--- src/rtl/cpu_pkg.sv ---
// ============================================================================
//  Module      : cpu_pkg
//  Description : Shared opcodes, sequencer state encoding and control bundle
//                for the 8-bit accumulator CPU (control unit, ALU, memory).
//  Revision    : 1.0  initial release
// ============================================================================
`default_nettype none

package cpu_pkg;

    // Default width of memory address, program counter and operand field
    localparam int ADDR_W_DEFAULT = 5;

    // Operand bit that selects SHIFT direction: 0 = left, 1 = right
    localparam int SHIFT_DIR_BIT = 4;

    // Opcode map, instruction bits [7:5]
    localparam logic [2:0] OP_ADD   = 3'b000;
    localparam logic [2:0] OP_SUB   = 3'b001;
    localparam logic [2:0] OP_NAND  = 3'b010;
    localparam logic [2:0] OP_SHIFT = 3'b011;
    localparam logic [2:0] OP_LD    = 3'b100;
    localparam logic [2:0] OP_ST    = 3'b101;
    localparam logic [2:0] OP_JMP   = 3'b110;
    localparam logic [2:0] OP_JZ    = 3'b111;

    // Sequencer states
    typedef enum logic [1:0] {
        S_FETCH  = 2'b00,
        S_EXEC_A = 2'b01,
        S_EXEC_B = 2'b10
    } state_t;

    // Everything the decoder tells the datapath for the current cycle
    typedef struct packed {
        logic   ld_acc;
        logic   use_alu;
        logic   dbus_sel;
        logic   mem_rd;
        logic   mem_wr;
        logic   addr_from_ir;  // 1: addr = IR operand, 0: addr = pc
        logic   ir_load;       // capture d_in into IR at the edge
        logic   pc_inc;        // pc <- pc + 1 at the edge
        logic   pc_load;       // pc <- IR operand at the edge
        state_t next_state;
    } cu_ctrl_t;

    // SHIFT direction carried by an instruction word (1 = right)
    function automatic logic shift_is_right(input logic [7:0] ir);
        return ir[SHIFT_DIR_BIT];
    endfunction

endpackage

`default_nettype wire

--- src/rtl/cu_decode.sv ---
// ============================================================================
//  Module      : cu_decode
//  Description : Combinational decode of (state, opcode, z) into the strobe
//                set, next state and program-counter update for one cycle.
//  Revision    : 1.0  initial release
// ============================================================================
`default_nettype none

module cu_decode
    import cpu_pkg::*;
(
    input  state_t     state,
    input  logic [2:0] opcode,
    input  logic       z,
    output cu_ctrl_t   ctrl
);

    // Per-state, per-opcode control decode; unknown opcodes fall to all-quiet
    always_comb begin
        ctrl            = '0;
        ctrl.next_state = S_FETCH;
        case (state)
            S_FETCH: begin
                ctrl.mem_rd     = 1'b1;
                ctrl.ir_load    = 1'b1;
                ctrl.pc_inc     = 1'b1;
                ctrl.next_state = S_EXEC_A;
            end
            S_EXEC_A: begin
                case (opcode)
                    OP_ADD, OP_SUB, OP_NAND: begin
                        ctrl.addr_from_ir = 1'b1;
                        ctrl.mem_rd       = 1'b1;
                        ctrl.use_alu      = 1'b1;
                    end
                    OP_LD: begin
                        ctrl.addr_from_ir = 1'b1;
                        ctrl.mem_rd       = 1'b1;
                        ctrl.ld_acc       = 1'b1;
                    end
                    OP_SHIFT: begin
                        ctrl.use_alu = 1'b1;
                    end
                    OP_ST: begin
                        // ALU copies acc into its latch ahead of the write
                        ctrl.use_alu    = 1'b1;
                        ctrl.next_state = S_EXEC_B;
                    end
                    OP_JMP: begin
                        ctrl.pc_load = 1'b1;
                    end
                    OP_JZ: begin
                        ctrl.pc_load = (z == 1'b1);
                    end
                    default: begin
                    end
                endcase
            end
            S_EXEC_B: begin
                ctrl.addr_from_ir = 1'b1;
                ctrl.dbus_sel     = 1'b1;
                ctrl.mem_wr       = 1'b1;
            end
            default: begin
            end
        endcase
    end

endmodule

`default_nettype wire

--- src/rtl/control_unit.sv ---
// ============================================================================
//  Module      : control_unit
//  Description : Instruction sequencer for the 8-bit accumulator CPU. Holds
//                state, program counter and instruction register; outputs are
//                combinational decodes of state and IR.
//  Revision    : 1.0  initial release
// ============================================================================
`default_nettype none

module control_unit
    import cpu_pkg::*;
#(
    parameter int ADDR_W = ADDR_W_DEFAULT
) (
    input  logic              clk,
    input  logic              reset,
    input  logic [7:0]        d_in,
    input  logic              z,
    input  logic              c,
    output logic [7:0]        instruction,
    output logic              ldAcc,
    output logic              useAlu,
    output logic              dbusSelect,
    output logic [ADDR_W-1:0] addr,
    output logic              mem_rd,
    output logic              mem_wr,
    output logic [ADDR_W-1:0] pc
);

    state_t            state_q, state_d;
    logic [ADDR_W-1:0] pc_q, pc_d;
    logic [7:0]        ir_q, ir_d;
    logic [ADDR_W-1:0] operand;
    cu_ctrl_t          ctrl;

    // Carry flag is reserved for a future JC opcode
    logic unused_c;
    assign unused_c = c;

    assign operand = ir_q[ADDR_W-1:0];

    cu_decode u_decode (
        .state  (state_q),
        .opcode (ir_q[7:5]),
        .z      (z),
        .ctrl   (ctrl)
    );

    // Next-state values for state, IR and pc
    always_comb begin
        state_d = ctrl.next_state;
        ir_d    = ir_q;
        pc_d    = pc_q;
        if (ctrl.ir_load) begin
            ir_d = d_in;
        end
        if (ctrl.pc_inc) begin
            pc_d = pc_q + ADDR_W'(1);
        end else if (ctrl.pc_load) begin
            pc_d = operand;
        end
    end

    // State, pc and IR registers; reset aborts any instruction immediately
    always_ff @(posedge clk or posedge reset) begin
        if (reset) begin
            state_q <= S_FETCH;
            pc_q    <= '0;
            ir_q    <= 8'h00;
        end else begin
            state_q <= state_d;
            pc_q    <= pc_d;
            ir_q    <= ir_d;
        end
    end

    assign instruction = ir_q;
    assign ldAcc       = ctrl.ld_acc;
    assign useAlu      = ctrl.use_alu;
    assign dbusSelect  = ctrl.dbus_sel;
    assign mem_rd      = ctrl.mem_rd;
    assign mem_wr      = ctrl.mem_wr;
    assign addr        = ctrl.addr_from_ir ? operand : pc_q;
    assign pc          = pc_q;

endmodule

`default_nettype wire

--- config.mk ---
export PLATFORM = sky130hd
export DESIGN_NAME = control_unit
export DESIGN_NICKNAME = d
export VERILOG_FILES = /design/src/rtl/cpu_pkg.sv /design/src/rtl/cu_decode.sv /design/src/rtl/control_unit.sv
export SDC_FILE = /design/constraint.sdc
export NUM_CORES = 1
export LEC_CHECK = 0
export CELL_PAD_IN_SITES_DETAIL_PLACEMENT = 0
export CELL_PAD_IN_SITES_GLOBAL_PLACEMENT = 2
export CORE_MARGIN = 4
export CORE_UTILIZATION = 25
export CTS_CLUSTER_DIAMETER = 60
export CTS_CLUSTER_SIZE = 14
export DETAILED_ROUTE_END_ITERATION = 10
export GPL_TIMING_DRIVEN = 0
export PLACE_DENSITY_LB_ADDON = 0.1
export SYNTH_ARGS = -nofsm -noshare
export SYNTH_HDL_FRONTEND = slang
export SYNTH_SLANG_ARGS = --single-unit
--- constraint.sdc ---
create_clock -name clk -period 2.29 [get_ports clk]
set_clock_uncertainty 0.2 [all_clocks]
set_input_delay 0.5725 -clock clk [delete_from_list [all_inputs] [get_ports clk]]
set_output_delay 0.5725 -clock clk [all_outputs]
set_load 0.005 [all_outputs]
==> key figures, run 1 <==
STA
  – Post-route minimum period: 2.72 ns
  – Post-route clock period utilization: 1.19
  – Post-route setup slack: -0.426 ns
  – RSZ-0062 raised after global routing: true
  – Slew @ Worst Pin: 0.610 ns
  – Final count of negative-setup-slack endpoints: 5
  – Fmax achieved: 368 MHz
  – Final Hold Viols: 0
  – Setup TNS: -1.84 ns
  – Rel. slew slack: 0.593
  – Final slew viol count: 0

Status
  – Failing checks: negative setup slack
  – Status: finished, violations left

Critical path
  – Critical path depth: 8
  – Crit end category: primary output
  – Crit-path max FO: 3
  – Setup CP Type: flip-flop to primary output
  – R2R depth: 5
  – Worst Path Required: 1.52 ns
  – Worst path most repeated cell: buf_6
  – Critical-path top delay cell: dfrtp_1
  – Family with the most delay on the worst path: buffers and inverters
  – Worst setup SP type: flip-flop
  – Worst reg2reg setup slack: 0.65 ns
  – Critical path, cell by cell: inv_2 > ha_4 > o21a_1 > o31ai_4 > buf_6 > buf_6 > mux2_4 > buf_6
  – Worst EP arrival: 1.94 ns
  – CP Buf/Inv Count: 4
  – Worst Setup SP: state_q[0]$_DFF_PP0_
  – Worst r2r dst: instruction[1]$_DFFE_PP0P_
  – Worst reg2reg startpoint: state_q[1]$_DFF_PP0_
  – Worst Setup EP: addr[1]
  – Max stage delay on crit path: 0.42 ns

Clocking
  – H-tree depth: 1
  – Clock Path Buffers: 2
  – Clock slew at reported path FFs: 0.10 ns
  – Hold buffers post-CTS: 0
  – CTS tree: done
  – Root Buffer: clkbuf_4
  – Clk Latency, worst-skew pair: 0.28 ns
  – Num CTS Buffers: 3
  – Num Clock Sinks: 15

Cells and area
  – Filler cells: 341
  – Nets: 138
  – Inserted Diodes: 0
  – Area Overhead vs Synth: 64.3%
  – Layout cells sized above 1: 0.355
  – Finished Core Util: 0.441

Die
  – Core area: 3150 um2
  – I/O pins: 35
  – DIE WIDTH: 66.2 um
  – Starting density of the core: 0.268
  – Rows: 20
  – Die Y: 66.2 um
  – DIE AREA: 4380 um2

Pwr
  – VDD IR max: 0.490 mV
  – Leakage: 0.000572 uW
  – Pwr Density: 1520 nW/um2
  – Total Power: 2110 uW

Routing
  – DR pass1 iterations: 4
  – Residual DRC: 0
  – Initial DRC Count: 11
  – Routed vias/inst: 4.47
  – Via count: 738
  – Antenna Violating Nets Remaining: 0
  – Drt total wl: 2250 um
  – Routed len/inst: 13.6 um

GRT
  – Grt total ovfl: 0
  – Vias in the first global route: 812
  – Tot GR Track Use: 0.117
  – First-pass GRT wire length: 3890 um
  – Initial antenna violation count: 0
  – Largest net degree at the start of global routing: 16

Run
  – Max_cap viols: 0

Synth
  – Yosys reg bits: 15
  – YS warnings: 0
  – Synth Area per Inst: 11.0 um2
  – Seq/Total Area, Yosys: 0.444
  – Synth Net Count: 93
  – Syn Inst Count: 77
  – Synth cell types: 24
  – Syn Std Cell Area: 846 um2

Placement
  – I/O Buffers: 33
  – Dpl hpwl: 1600 um
  – GP Congestion: 0.732
  – Worst Setup Slack post-DPL: -0.398 ns

Hold path
  – Hold Crit Class: flip-flop to flip-flop
sequential cells by signal (all words and copies together) (netlist names):
name / flops
instruction: 8
state_q: 2
pc: 5
worst reg2reg max path, cell delays in order, from the launching register on:
cell and delay [ns]:
dfrtp_1 0.43, inv_2 0.12, ha_4 0.15, buf_12 0.10, buf_4 0.18, mux2_2 0.35
power breakdown:
group / internal (uW) / switching (uW) / total [uW]
clock: 67.6 / 88.6 / 156
sequential: 398 / 183 / 581
combinational: 862 / 510 / 1370
total: 1330 / 782 / 2110
worst min path at each step:
stage	start	end	slack (ns)	depth (start not counted)
final	instruction[0]$_DFFE_PP0P_	instruction[0]$_DFFE_PP0P_	0.37	1
after global routing	instruction[1]$_DFFE_PP0P_	instruction[1]$_DFFE_PP0P_	0.40	1
after CTS	instruction[0]$_DFFE_PP0P_	instruction[0]$_DFFE_PP0P_	0.37	1
after detailed placement	instruction[0]$_DFFE_PP0P_	instruction[0]$_DFFE_PP0P_	0.35	1
after global placement	instruction[0]$_DFFE_PP0P_	instruction[0]$_DFFE_PP0P_	0.35	1
after floorplan	reset	instruction[0]$_DFFE_PP0P_	0.27	1
cells in the final DEF (no fill, tap or decap):
master and n:
a21oi_2 1, o21ai_0 4, dfrtp_1 15, buf_12 1, nand3_1 6, xor2_1 3
inv_2 2, nand4_1 2, buf_2 2, nor2_1 4, ha_1 1, nor3_2 1
and3_2 1, clkdlybuf4s15_1 2, clkbuf_4 3, mux2_4 3, nor2b_1 1, buf_6 8
buf_4 5, nand2b_1 2, o21a_1 1, clkinvlp_4 1, o31ai_4 1, clkdlybuf4s50_1 23
ha_4 3, mux2_2 10, nand2_1 2, a31oi_1 3, dlygate4sd2_1 1, a21boi_0 1
clkbuf_1 1, o211ai_1 4, clkbuf_2 1, inv_1 1, and2_1 1
synthesized netlist by cell type:
cell / number / area [um2]
a21boi_0: 1 / 7.51
a21oi_2: 1 / 8.76
a31oi_1: 3 / 18.8
and2_1: 1 / 6.26
and3_2: 1 / 7.51
buf_2: 1 / 5.00
buf_4: 1 / 7.51
clkbuf_1: 1 / 3.75
dfrtp_1: 15 / 375
ha_1: 4 / 50.1
inv_1: 4 / 15.0
mux2_2: 13 / 146
nand2_1: 2 / 7.51
nand2b_1: 2 / 12.5
nand3_1: 6 / 30.0
nand4_1: 2 / 12.5
nor2_1: 4 / 15.0
nor2b_1: 1 / 6.26
nor3_1: 1 / 5.00
o211ai_1: 4 / 30.0
o21a_1: 1 / 7.51
o21ai_0: 4 / 20.0
o31ai_4: 1 / 21.3
xor2_1: 3 / 26.3
stage by stage:
| step | cells | cell area (um2) | hold WS [ns] |
|---|---|---|---|
| detailed placement | 154 | 1230 | 0.352 |
| CTS | 165 | 1340 | 0.373 |
| floorplan | 77 | 846 | 0.274 |
| global placement | 154 | 1230 | 0.351 |
| global route | 165 | 1390 | 0.405 |
| finish | 165 | 1390 | 0.366 |
layout make-up:
class | count | area, um2 | share of cell area
buffer | 2 | 27.5 | 0.0198
clock buffer | 4 | 26.3 | 0.0189
inverter | 4 | 18.8 | 0.0135
multi-input combinational | 55 | 493 | 0.355
sequential | 15 | 375 | 0.270
tap | 44 | 55.1 | 0.0396
timing repair buffer | 41 | 394 | 0.284
cells by family (layout without fill, tap and decap cells):
group                    Yosys count  count (layout)  synth area share
flip-flops                        15              15             0.444
XOR/XNOR                           3               3            0.0311
AO/OA/AOI/OAI                     15              15             0.135
adder cells (fa/ha/maj)            4               4            0.0592
AND/OR/NAND/NOR                   20              20             0.121
multiplexers                      13              13             0.173
buffers and inverters              7              51            0.0370
layer usage:
metal	global-route usage	up-vias	routed length, um
met1	0.153	348	1040
met5	0	-	0
li1	-	366	-
met2	0.188	20	1090
met4	0.0381	0	30
met3	0.0289	4	93
repair_timing:
item	in CTS	in global routing
setup endpoints to repair	10	9
pin swaps	4	4
resized for setup	42	14
buffers inserted	8	0
No activity file was read; power rests on OpenSTA's default activity.
==> run 2: changes to the inputs <==
--- a/config.mk
+++ b/config.mk
@@ -17,3 +17,4 @@
 export SYNTH_ARGS = -nofsm -noshare
 export SYNTH_HDL_FRONTEND = slang
 export SYNTH_SLANG_ARGS = --single-unit
+export TNS_END_PERCENT = 50
==> constraint.sdc (replaced) <==
create_clock -name clk -period 2.29 [get_ports clk]
set_clock_uncertainty 0.2 [all_clocks]
set_input_delay 0.5725 -clock clk [delete_from_list [all_inputs] [get_ports clk]]
set_output_delay 0.5725 -clock clk [all_outputs]
set_load 0.05 [all_outputs]
==> run 2 against run 1 <==
  * Via count shrank 3.3%
  * Critical path depth shrank 2
  * Core utilization is 3.5 points lower
  * Non-clock buffer count decreased by 7
  * Setup slack improved by 0.10 ns
  * Fmax increased by 3.8%
  * Routed wire length fell by 2.8%
  * The flow still finishes with violations (negative setup slack)
  * Die area unchanged
  * Largest cell class unchanged
  * Sequential cell count stayed put
  * Register-to-register slack hardly changed
  * Hold slack improved by 0.0090 ns
  * First-iteration DRC count rose to 3.1 times the previous value
==> key figures, run 2 (same netlist as run 1, synthesis figures left out) <==
Die
  – DIE AREA: 4380 um2
  – Rows: 20
  – DIE WIDTH: 66.2 um
  – I/O pins: 35
  – Starting density of the core: 0.268
  – Die Y: 66.2 um
  – Core area: 3150 um2

Routing
  – Residual DRC: 0
  – Via count: 714
  – Antenna Violating Nets Remaining: 0
  – Drt total wl: 2190 um
  – Routed len/inst: 13.8 um
  – DR pass1 iterations: 4
  – Routed vias/inst: 4.52
  – Initial DRC Count: 34

Critical path
  – Worst reg2reg setup slack: 0.64 ns
  – Critical-path top delay cell: dfrtp_1
  – Crit end category: primary output
  – Worst EP arrival: 1.84 ns
  – Worst Path Required: 1.52 ns
  – Critical path, cell by cell: inv_1 > ha_2 > o21a_1 > o31ai_4 > mux2_2 > buf_4
  – Max stage delay on crit path: 0.39 ns
  – Setup CP Type: flip-flop to primary output
  – Worst setup SP type: flip-flop
  – Crit-path max FO: 6

Clocking
  – H-tree depth: 1
  – Clk Latency, worst-skew pair: 0.28 ns
  – CTS tree: done
  – Num CTS Buffers: 3
  – Num Clock Sinks: 15
  – Clock slew at reported path FFs: 0.09 ns
  – Root Buffer: clkbuf_4
  – Clock Path Buffers: 2
  – Hold buffers post-CTS: 0

STA
  – Post-route setup slack: -0.327 ns
  – Final slew viol count: 0
  – Final count of negative-setup-slack endpoints: 5
  – Slew @ Worst Pin: 0.580 ns
  – RSZ-0062 raised after global routing: true
  – Setup TNS: -1.62 ns
  – Fmax achieved: 382 MHz
  – Post-route minimum period: 2.62 ns
  – Rel. slew slack: 0.613
  – Final Hold Viols: 0
  – Post-route clock period utilization: 1.14

GRT
  – M1 GR Usage: 0.142
  – First-pass GRT wire length: 3620 um
  – GR peak layer: met2
  – Vias in the first global route: 755
  – Largest net degree at the start of global routing: 16
  – Grt met3 use: 0.0272
  – Tot GR Track Use: 0.108
  – Grt total ovfl: 0
  – Initial antenna violation count: 0
  – M2 GR Usage: 0.167

Placement
  – Dpl hpwl: 1590 um
  – GP Congestion: 0.700
  – I/O Buffers: 33
  – Placed insts: 154

Hold path
  – Hold Crit Class: flip-flop to flip-flop

Run
  – Max_cap viols: 0

Cells and area
  – Layout cells sized above 1: 0.342
  – Finished Layout Cells: 158
  – Most frequent cells in the layout: mux2_2 (13), dfrtp_1 (12), clkdlybuf4s50_1 (10), dlygate4sd2_1 (10), buf_4 (8)
  – Inserted Diodes: 0
  – Finished Core Util: 0.406
  – Nets: 131
  – Most common cell after layout, fill and taps aside: mux2_2
  – Flip-flop count of the largest register after layout: 8
  – Area Overhead vs Synth: 51.2%

Status
  – Failing checks: negative setup slack
  – Status: finished, violations left
run 2: cell count changes in the layout (fill, tap and decap cells not counted), moves of 3 or more:
cell and change:
buf_4 +3, buf_6 -5, clkdlybuf4s50_1 -13, dfrtp_1 -3
dfrtp_2 +3, dlygate4sd2_1 +9, dlymetal6s2s_1 +3, mux2_2 +3
mux2_4 -3
run 2: final cells by class:
type                            count  area (um2)
Fill cell                         344        1870
Clock buffer                        4        26.3
Timing Repair Buffer               34         322
Inverter                            4        18.8
Sequential cell                    15         379
Tap cell                           44        55.1
Buffer                              2        18.8
Multi-Input combinational cell     55         459
run 2: final timing paths:
check | start | end | cells after the start
worst max-delay path | state_q[1]$_DFF_PP0_ | addr[3] | 6
worst min-delay path | instruction[0]$_DFFE_PP0P_ | instruction[0]$_DFFE_PP0P_ | 1
worst max register to register | state_q[1]$_DFF_PP0_ | pc[3]$_DFFE_PP0P_ | 7
worst min register to register | instruction[0]$_DFFE_PP0P_ | instruction[0]$_DFFE_PP0P_ | 1
max in group asynchronous | reset | instruction[7]$_DFFE_PP0P_ | 2
min in group asynchronous | reset | instruction[1]$_DFFE_PP0P_ | 2
run 2: per-stage QoR:
| step | setup WS, ns | hold slack [ns] | cell area [um2] |
|---|---|---|---|
| 2_1_floorplan | 0.000340 | 0.274 | 867 |
| 3_3_place_gp | -0.667 | 0.350 | 1250 |
| 3_5_place_dp | -0.695 | 0.356 | 1250 |
| 4_1_cts | -0.343 | 0.379 | 1260 |
| 5_1_grt | -0.413 | 0.399 | 1280 |
| 6_report | -0.327 | 0.375 | 1280 |
run 2: critical path: cells and delay by family (launching register included):
| family | cells | cell delay [ns] |
|---|---|---|
| AOI/OAI and AO/OA | 2 | 0.31 |
| adders and majority gates | 1 | 0.21 |
| muxes | 1 | 0.38 |
| DFF | 1 | 0.39 |
| buffers and inverters | 2 | 0.27 |
run 2: layer usage:
layer  wire [um]  up-vias
met4          18        0
met1        1020      335
li1            -      357
met5           0        -
met2        1030       20
met3         121        2
run 2: what timing repair did:
item | 4_1_cts | 5_1_grt
gates resized for setup | 66 | 9
setup buffers | 1 | 0
pin swaps | 1 | 0
endpoints found under the hold margin | 0 | 0
gates cloned | 0 | 0
setup endpoints to repair | 20 | 12
Power of run 2 is not shown: default switching activity piles up to over one toggle a cycle in this logic, so the estimate is an artifact.
==> run 3: changes to the inputs <==
--- a/config.mk
+++ b/config.mk
@@ -14,6 +14,7 @@
 export DETAILED_ROUTE_END_ITERATION = 10
 export GPL_TIMING_DRIVEN = 0
 export PLACE_DENSITY_LB_ADDON = 0.1
+export RECOVER_POWER = 50
 export SYNTH_ARGS = -nofsm -noshare
 export SYNTH_HDL_FRONTEND = slang
 export SYNTH_SLANG_ARGS = --single-unit
==> run 3 against run 2 <==
  * The flow still finishes with violations (negative setup slack)
  * Non-clock buffer count unchanged
  * Global-route usage unchanged
  * Register-to-register slack about the same
  * Hold slack unchanged
  * Count of clock-buffer cells in the layout unchanged
  * Final cell count unchanged
  * Critical endpoint unchanged
  * Highest routed layer unchanged
  * Core utilization unchanged
==> key figures, run 3 (same netlist as run 1, synthesis figures left out) <==
Status
  – Status: finished, violations left
  – Failing checks: negative setup slack

STA
  – Post-route minimum period: 2.62 ns
  – Rel. slew slack: 0.613
  – Final slew viol count: 0
  – Slew @ Worst Pin: 0.580 ns
  – Final Hold Viols: 0
  – Post-route setup slack: -0.327 ns
  – Setup TNS: -1.62 ns
  – Post-route clock period utilization: 1.14
  – Fmax achieved: 382 MHz
  – Hold Slack: 0.375 ns
  – Final count of negative-setup-slack endpoints: 5
  – RSZ-0062 raised after global routing: true

Routing
  – Drt total wl: 2190 um
  – Via count: 714
  – Residual DRC: 0
  – Routed len/inst: 13.8 um
  – DR pass1 iterations: 4
  – Initial DRC Count: 34
  – Routed vias/inst: 4.52
  – Antenna Violating Nets Remaining: 0

GRT
  – Grt total ovfl: 0
  – Vias in the first global route: 755
  – Tot GR Track Use: 0.108
  – Initial antenna violation count: 0
  – First-pass GRT wire length: 3620 um
  – Largest net degree at the start of global routing: 16

Hold path
  – Hold Crit Class: flip-flop to flip-flop

Clocking
  – Root Buffer: clkbuf_4
  – Clock slew at reported path FFs: 0.09 ns
  – CTS tree: done
  – H-tree depth: 1
  – Num Clock Sinks: 15
  – Num CTS Buffers: 3
  – Clk Latency, worst-skew pair: 0.28 ns
  – Clock Path Buffers: 2

Die
  – DIE AREA: 4380 um2
  – Starting density of the core: 0.268
  – Die Y: 66.2 um
  – DIE WIDTH: 66.2 um
  – Rows: 20
  – I/O pins: 35
  – Core area: 3150 um2

Critical path
  – Crit end category: primary output
  – Worst EP arrival: 1.84 ns
  – Setup CP Type: flip-flop to primary output
  – Crit-path max FO: 6
  – Worst setup SP type: flip-flop
  – Worst Path Required: 1.52 ns

Cells and area
  – Area Overhead vs Synth: 51.2%
  – Layout cells sized above 1: 0.342
  – Most common cell after layout, fill and taps aside: mux2_2
  – Inserted Diodes: 0
  – Nets: 131
  – Most frequent cells in the layout: mux2_2 (13), dfrtp_1 (12), dlygate4sd2_1 (10), clkdlybuf4s50_1 (9), buf_4 (8)
  – Flip-flop count of the largest register after layout: 8

Placement
  – GP Congestion: 0.700
  – Dpl hpwl: 1590 um
  – I/O Buffers: 33

Run
  – Max_cap viols: 0
[run 3: cell count changes in the layout (fill, tap and decap cells not counted)]
cell,delta
dlygate4sd3_1,+1
clkdlybuf4s50_1,-1
[run 3: layer usage]
layer	GRT usage	share of wire
met1	0.142	0.46
met2	0.167	0.47
met3	0.0272	0.055
met4	0.0431	0.0082
met5	0	0
[run 3: area by class of cell]
cell class,count,area [um2]
repair buffers,34,322
clock buffers,4,26.3
flip-flops and latches,15,379
plain buffers,2,18.8
fillers,344,1870
well taps,44,55.1
inverters,4,18.8
multi-input cells,55,459
[run 3: final timing paths]
kind | startpoint | endpoint | slack [ns] | cells past startpoint
max reg2reg | state_q[1]$_DFF_PP0_ | pc[3]$_DFFE_PP0P_ | 0.64 | 7
max in group asynchronous | reset | instruction[7]$_DFFE_PP0P_ | 0.90 | 2
min | instruction[0]$_DFFE_PP0P_ | instruction[0]$_DFFE_PP0P_ | 0.38 | 1
min in group asynchronous | reset | instruction[1]$_DFFE_PP0P_ | 0.58 | 2
min reg2reg | instruction[0]$_DFFE_PP0P_ | instruction[0]$_DFFE_PP0P_ | 0.38 | 1
max | state_q[1]$_DFF_PP0_ | addr[3] | -0.33 | 6
[run 3: repair_timing]
action / CTS / global route
hold endpoints to repair: 0 / 0
pin swaps: 1 / 0
setup endpoints to repair: 20 / 12
resized for setup: 66 / 9
hold buffers: 0 / 0
buffers inserted: 1 / 0
[run 3: through the flow]
stage          instances  instance area, um2  setup slack (ns)  utilization
2_1_floorplan         77                 867          0.000340            -
3_3_place_gp         154                1250            -0.667        0.397
3_5_place_dp         154                1250            -0.695        0.397
4_1_cts              158                1260            -0.343        0.400
5_1_grt              158                1280            -0.413        0.406
6_report             158                1280            -0.327        0.406
[run 3: worst max-delay path: stages, from the launching register on]
cell	delay, ns
dfrtp_1	0.39
inv_1	0.08
ha_2	0.21
o21a_1	0.20
o31ai_4	0.11
mux2_2	0.38
buf_4	0.19
Power of run 3 is left out for the same reason.
